$ cat config.mk
export PLATFORM = sky130hd
export DESIGN_NAME = ibex_cx_dispatch
export DESIGN_NICKNAME = d
export VERILOG_FILES = /design/src/rtl/ibex_cx_dispatch_pkg.sv /design/src/rtl/ibex_cx_timeout_ctr.sv /design/src/rtl/ibex_cx_dispatch.sv
export SDC_FILE = /design/constraint.sdc
export NUM_CORES = 1
export LEC_CHECK = 0
export CAP_MARGIN = 30
export CORE_AREA = 2 2 109 111
export CTS_CLUSTER_SIZE = 40
export DETAILED_ROUTE_END_ITERATION = 12
export DIE_AREA = 0 0 111 113
export DONT_BUFFER_PORTS = 1
export GPL_ROUTABILITY_DRIVEN = 0
export PLACE_DENSITY = 0.59
export SKIP_LAST_GASP = 1
export SYNTH_ARGS = -nofsm -noshare
export SYNTH_HDL_FRONTEND = slang
export SYNTH_SLANG_ARGS = --single-unit
$ cat constraint.sdc
create_clock -name clk_i -period 2.18 [get_ports clk_i]
set_input_delay 0 -clock clk_i [delete_from_list [all_inputs] [get_ports clk_i]]
set_output_delay 0 -clock clk_i [all_outputs]
set_load 0.01 [all_outputs]
$ cat src/rtl/ibex_cx_dispatch_pkg.sv
// rtl/ibex_cx_dispatch_pkg.sv - shared types and constants for the CX dispatcher
// Contents: cx_state_e FSM encoding, CX_FUNCT_W, CX_STAT_TIMEOUT_BIT,
//           cx_to_width() sizing helper for the timeout counter.
package ibex_cx_dispatch_pkg;

  localparam int CX_FUNCT_W          = 10;
  localparam int CX_STAT_TIMEOUT_BIT = 4;

  typedef enum logic [2:0] {
    CX_IDLE,
    CX_REQ,
    CX_RESP,
    CX_DONE,
    CX_ABORT
  } cx_state_e;

  // A disabled timeout (0) still needs a legal 1-bit counter.
  function automatic int cx_to_width(input int timeout_cyc);
    return (timeout_cyc <= 0) ? 1 : $clog2(timeout_cyc + 1);
  endfunction

endpackage

$ cat src/rtl/ibex_cx_timeout_ctr.sv
// rtl/ibex_cx_timeout_ctr.sv - saturating wait counter for CX response timeout
// Ports: clk_i, rst_ni (sync, active low), clr_i (zero the count),
//        en_i (count this cycle), expired_o (count reached TIMEOUT_CYC-1 while enabled).
module ibex_cx_timeout_ctr
  import ibex_cx_dispatch_pkg::*;
#(
  parameter int TIMEOUT_CYC = 256
) (
  input  logic clk_i,
  input  logic rst_ni,
  input  logic clr_i,
  input  logic en_i,
  output logic expired_o
);

  localparam int CX_TO_W = cx_to_width(TIMEOUT_CYC);
  localparam int TO_LAST = (TIMEOUT_CYC > 0) ? TIMEOUT_CYC - 1 : 0;

  logic [CX_TO_W-1:0] cnt_q, cnt_d;

  always_comb begin
    cnt_d = cnt_q;
    if (clr_i) begin
      cnt_d = '0;
    end else if (en_i && (cnt_q != '1)) begin
      cnt_d = cnt_q + 1'b1;
    end
  end

  always_ff @(posedge clk_i) begin
    if (!rst_ni) begin
      cnt_q <= '0;
    end else begin
      cnt_q <= cnt_d;
    end
  end

  assign expired_o = (TIMEOUT_CYC > 0) && en_i && (cnt_q == CX_TO_W'(TO_LAST));

endmodule

$ cat src/rtl/ibex_cx_dispatch.sv
// rtl/ibex_cx_dispatch.sv - EX-stage dispatcher for composable-extension instructions
// Ports: ID side   cx_en_i, cx_funct_i, operand_a_i/b_i, kill_i, csr_cx_idx_i, csr_mcx_en_i
//        results   cx_ready_o, cx_result_o, cx_illegal_o, cx_stat_we_o, cx_stat_o
//        fabric    cx_req_{valid_o,ready_i,id_o,func_o,a_o,b_o},
//                  cx_resp_{valid_i,data_i,status_i,ready_o}
module ibex_cx_dispatch
  import ibex_cx_dispatch_pkg::*;
#(
  parameter int NUM_CX      = 4,
  parameter int CX_ID_W     = 8,
  parameter int STAT_W      = 4,
  parameter int TIMEOUT_CYC = 256
) (
  input  logic                  clk_i,
  input  logic                  rst_ni,
  input  logic                  cx_en_i,
  input  logic [CX_FUNCT_W-1:0] cx_funct_i,
  input  logic [31:0]           operand_a_i,
  input  logic [31:0]           operand_b_i,
  input  logic                  kill_i,
  input  logic [CX_ID_W-1:0]    csr_cx_idx_i,
  input  logic [NUM_CX-1:0]     csr_mcx_en_i,
  output logic                  cx_ready_o,
  output logic [31:0]           cx_result_o,
  output logic                  cx_illegal_o,
  output logic                  cx_stat_we_o,
  output logic [31:0]           cx_stat_o,
  output logic                  cx_req_valid_o,
  input  logic                  cx_req_ready_i,
  output logic [CX_ID_W-1:0]    cx_req_id_o,
  output logic [CX_FUNCT_W-1:0] cx_req_func_o,
  output logic [31:0]           cx_req_a_o,
  output logic [31:0]           cx_req_b_o,
  input  logic                  cx_resp_valid_i,
  input  logic [31:0]           cx_resp_data_i,
  input  logic [STAT_W-1:0]     cx_resp_status_i,
  output logic                  cx_resp_ready_o
);

  cx_state_e             state_q, state_d;
  logic                  kill_q, kill_d;
  logic [CX_ID_W-1:0]    req_id_q, req_id_d;
  logic [CX_FUNCT_W-1:0] req_func_q, req_func_d;
  logic [31:0]           req_a_q, req_a_d, req_b_q, req_b_d;
  logic [31:0]           result_q, result_d;
  logic [STAT_W-1:0]     status_q, status_d;
  logic                  to_q, to_d;
  logic                  legal, expired, to_en;

  // Matching against each unit index keeps out-of-range values illegal
  // without slicing the CSR index to a log2 width.
  always_comb begin
    legal = 1'b0;
    for (int i = 0; i < NUM_CX; i++) begin
      if (csr_cx_idx_i == CX_ID_W'(i)) legal = csr_mcx_en_i[i];
    end
  end

  assign to_en = (state_q == CX_RESP) || (state_q == CX_ABORT);

  // Clearing on every state change covers both entry into RESP and into ABORT.
  ibex_cx_timeout_ctr #(.TIMEOUT_CYC(TIMEOUT_CYC)) u_timeout (
    .clk_i     (clk_i),
    .rst_ni    (rst_ni),
    .clr_i     (state_d != state_q),
    .en_i      (to_en),
    .expired_o (expired)
  );

  always_ff @(posedge clk_i) begin
    if (!rst_ni) begin
      state_q <= CX_IDLE;
    end else begin
      state_q <= state_d;
    end
  end

  always_comb begin
    state_d = state_q;
    unique case (state_q)
      CX_IDLE:  if (cx_en_i && legal && !kill_i) state_d = CX_REQ;
      CX_REQ:   if (cx_req_ready_i) state_d = (kill_q || kill_i) ? CX_ABORT : CX_RESP;
      CX_RESP: begin
        // Kill beats a same-cycle response; response beats timeout.
        if (kill_i)               state_d = CX_ABORT;
        else if (cx_resp_valid_i) state_d = CX_DONE;
        else if (expired)         state_d = CX_DONE;
      end
      CX_DONE:  state_d = CX_IDLE;
      CX_ABORT: if (cx_resp_valid_i || expired) state_d = CX_IDLE;
      default:  state_d = CX_IDLE;
    endcase
  end

  always_comb begin
    cx_req_valid_o  = (state_q == CX_REQ);
    cx_resp_ready_o = to_en;
    cx_ready_o      = (state_q == CX_DONE) && !kill_i;
    cx_stat_we_o    = (state_q == CX_DONE) && !kill_i;
    cx_illegal_o    = (state_q == CX_IDLE) && cx_en_i && !legal;
  end

  always_comb begin
    kill_d     = (state_q == CX_REQ) && (kill_q || kill_i);
    req_id_d   = req_id_q;
    req_func_d = req_func_q;
    req_a_d    = req_a_q;
    req_b_d    = req_b_q;
    result_d   = result_q;
    status_d   = status_q;
    to_d       = to_q;
    if ((state_q == CX_IDLE) && (state_d == CX_REQ)) begin
      req_id_d   = csr_cx_idx_i;
      req_func_d = cx_funct_i;
      req_a_d    = operand_a_i;
      req_b_d    = operand_b_i;
    end
    if ((state_q == CX_RESP) && !kill_i) begin
      if (cx_resp_valid_i) begin
        result_d = cx_resp_data_i;
        status_d = cx_resp_status_i;
        to_d     = 1'b0;
      end else if (expired) begin
        result_d = '0;
        status_d = '0;
        to_d     = 1'b1;
      end
    end
  end

  always_ff @(posedge clk_i) begin
    if (!rst_ni) begin
      kill_q     <= 1'b0;
      req_id_q   <= '0;
      req_func_q <= '0;
      req_a_q    <= '0;
      req_b_q    <= '0;
      result_q   <= '0;
      status_q   <= '0;
      to_q       <= 1'b0;
    end else begin
      kill_q     <= kill_d;
      req_id_q   <= req_id_d;
      req_func_q <= req_func_d;
      req_a_q    <= req_a_d;
      req_b_q    <= req_b_d;
      result_q   <= result_d;
      status_q   <= status_d;
      to_q       <= to_d;
    end
  end

  assign cx_req_id_o   = req_id_q;
  assign cx_req_func_o = req_func_q;
  assign cx_req_a_o    = req_a_q;
  assign cx_req_b_o    = req_b_q;
  assign cx_result_o   = result_q;

  always_comb begin
    cx_stat_o                      = '0;
    cx_stat_o[STAT_W-1:0]          = status_q;
    cx_stat_o[CX_STAT_TIMEOUT_BIT] = to_q;
  end

endmodule

==> reports/qor.yml <==
drtIter0Drc: 456
seq_area_frac_synth_pct: 50.4
ys_ff_latch: 132
port_buffers: 0
dpl.cell_count: 698
post-dp-hpwl_mm: 9.16
period_share_pct: 95.5
worstMarginPinSlew_ns: 0.691
cts_tree: "done"
core-area_um2: 11300
power_leakage_nw: 2.50
cts.htree.levels: 4
clkTransAtPathRegs_ns: 0.06
cp-start-kind: "register"
crit_chain: "or4b_4 > or2_2 > buf_12 > o21ai_0 > a21oi_1"
io_pins: 279
synth_top_area_share_pct: 50.4
groute.usage.overall_pct: 24.1
crit_fanout: 76
ant_nets: 0
status: "finished, final reports clean"
finClkSkew_ns: 0.0102
drt_wl_total_mm: 15.8
dieWidth_um: 111
cts.sinks: 132
grt_pass1_vias: 4707
synth.most_common_cell: "dfxtp_1"
cts_root_buffer: "clkbuf_16"
synth.avg_cell_area_um2: 8.72
pwr_density_cell_nw_per_um2: 808
drc: 0
drive_gt1_share_pct: 7.97
synth_top_flop_cell: "dfxtp_1"
die_h_um: 113
die_area_um2: 12500
ys_warn_count: 0
antenna_found_initial: 1
synth_cells: 601
start_util_pct: 46.5
num_vias: 4910
critical_path_arrival_ns: 2.35
synth_edf_count: 0
synth_area_um2: 5240
yosysUniqueCellTypes: 41
max_cap_viol_count: 0
grt_pass1_wl_mm: 24.3
finalSetupViolations: 0
via_per_inst: 5.80
instances_no_fill: 847
grt_overflow: 0
clk_latency_ns: 0.42
fmax_ghz: 0.480
slew_viol_final: 0
numCtsBuffers: 17
holdCritPathClass: "input port to register"
rsz0062_at_grt: "yes"
synthArstFlopShare_pct: 0
ir_drop_mv: 0.486
whs_path_depth: 3
end_kind: "register"
nets: 822
min_period_ns: 2.08
hold_viol_final: 0
total_power_mw: 5.64
rows: 39
synth.top_cells.by_area: "dfxtp_1, nand3_1, a21oi_1"
path_class: "register to register"
worst_path_largest_cell_delay_ns: 0.59
cts_setup_buffers: 0
slew-limit-headroom_pct: 53.9
firstDrtPassIters: 5
rr_worst_depth: 5
crit_slowest_cell: "or4b_4"
wire_per_inst_um: 18.7
yosysTopAreaCell: "dfxtp_1"
synth_commonest_cells: "dfxtp_1, nand3_1, a21oi_1"
clockBufferDepth: 2
grt_max_degree: 115
required_ns: 2.45
syn_to_final_growth_pct: 33.3
kinds of logic after synthesis:
group,after synthesis,synth area share (%)
compound gates,211,23.0
xor+xnor,6,1.00
fa+ha+maj,3,0.717
buf+inv,90,9.58
flops,132,50.4
mux,2,0.645
other cells,1,0.0716
simple gates,156,14.6
power breakdown:
group	leakage, nW	switching [mW]	internal [mW]
sequential	1.06	0.00237	2.41
combinational	1.15	0.163	0.167
clock	0.281	1.07	1.82
total	2.50	1.24	4.40
metal layers:
layer | vias to the layer above | part of all wire, % | GRT usage, %
met2 | 286 | 50 | 41.8
met4 | 0 | 3.0 | 9.92
met5 | - | 0 | 0
met3 | 37 | 8.8 | 8.57
met1 | 2303 | 38 | 27.2
li1 | 2284 | - | -
timing repair:
action,CTS,global route
endpoints found under the setup margin,5,9
hold buffers,117,0
resized for setup,1,2
hold endpoints to repair,130,0
pin swaps,0,1
critical path, delay by kind of cell (launching register included):
family,cells,cell delay [ns]
buf+inv,1,0.20
compound gates,2,0.35
flops,1,0.39
simple gates,2,0.93
layout by cell type, fill, tap and decap left out, types with 3 or more instances in the layout:
| cell | netlist | final |
|---|---|---|
| and3_1 | 11 | 10 |
| a211oi_1 | 7 | 7 |
| nand2_1 | 5 | 5 |
| buf_12 | 0 | 4 |
| nor2_1 | 42 | 42 |
| a221oi_1 | 3 | 3 |
| bufinv_16 | 0 | 3 |
| clkbuf_16 | 0 | 17 |
| inv_1 | 3 | 3 |
| nor3_1 | 3 | 3 |
| o21ai_0 | 39 | 39 |
| nand3_1 | 82 | 81 |
| o21ai_1 | 41 | 40 |
| a22oi_1 | 36 | 36 |
| dlygate4sd3_1 | 0 | 117 |
| conb_1 | 1 | 27 |
| dfxtp_1 | 132 | 132 |
| clkinvlp_4 | 0 | 4 |
| xor2_1 | 6 | 6 |
| buf_4 | 29 | 10 |
| ha_1 | 3 | 3 |
| clkinv_2 | 0 | 3 |
| a21oi_1 | 78 | 77 |
stage by stage:
step / cell area, um^2 / worst slack (ns) / setup TNS [ns] / utilization (%) / hold WS (ns)
finish: 6980 / 0.0987 / 0 / 62.0 / 0.0139
global route: 6980 / -0.0164 / -0.0311 / 62.0 / 0.0460
CTS: 6970 / 0.0606 / 0 / 61.8 / 0.0144
detailed placement: 5200 / -0.00628 / -0.00628 / 46.1 / 0.152
global placement: 5200 / 0.0757 / 0 / 46.1 / 0.151
floorplan: 5340 / 0.240 / 0 / - / 0.148
area by class of cell:
type,count,area [um^2]
clock inverter,12,156
multi-input combinational,405,2220
sequential,132,2640
clock buffer,19,443
antenna,1,2.50
fill,876,4290
inverter,4,16.3
tap,143,179
timing repair buffer,131,1330
flip-flops by register name, indices dropped and copies added, names as in the netlist:
name             flops
state_q              3
to_q                 1
cx_req_func_o       10
cx_result_o         32
kill_q               1
cx_req_id_o          8
status_q             4
cx_req_b_o          32
u_timeout.cnt_q      9
cx_req_a_o          32
final timing paths:
kind | startpoint | end | slack (ns)
max | state_q[2] | cx_req_b_o[30] | 0.1
min | kill_i | u_timeout.cnt_q[8] | 0.01
max reg2reg | state_q[2] | cx_req_b_o[30] | 0.1
min reg2reg | u_timeout.cnt_q[1] | u_timeout.cnt_q[1] | 0.49
Note: power is estimated with default switching activity, not from simulation.
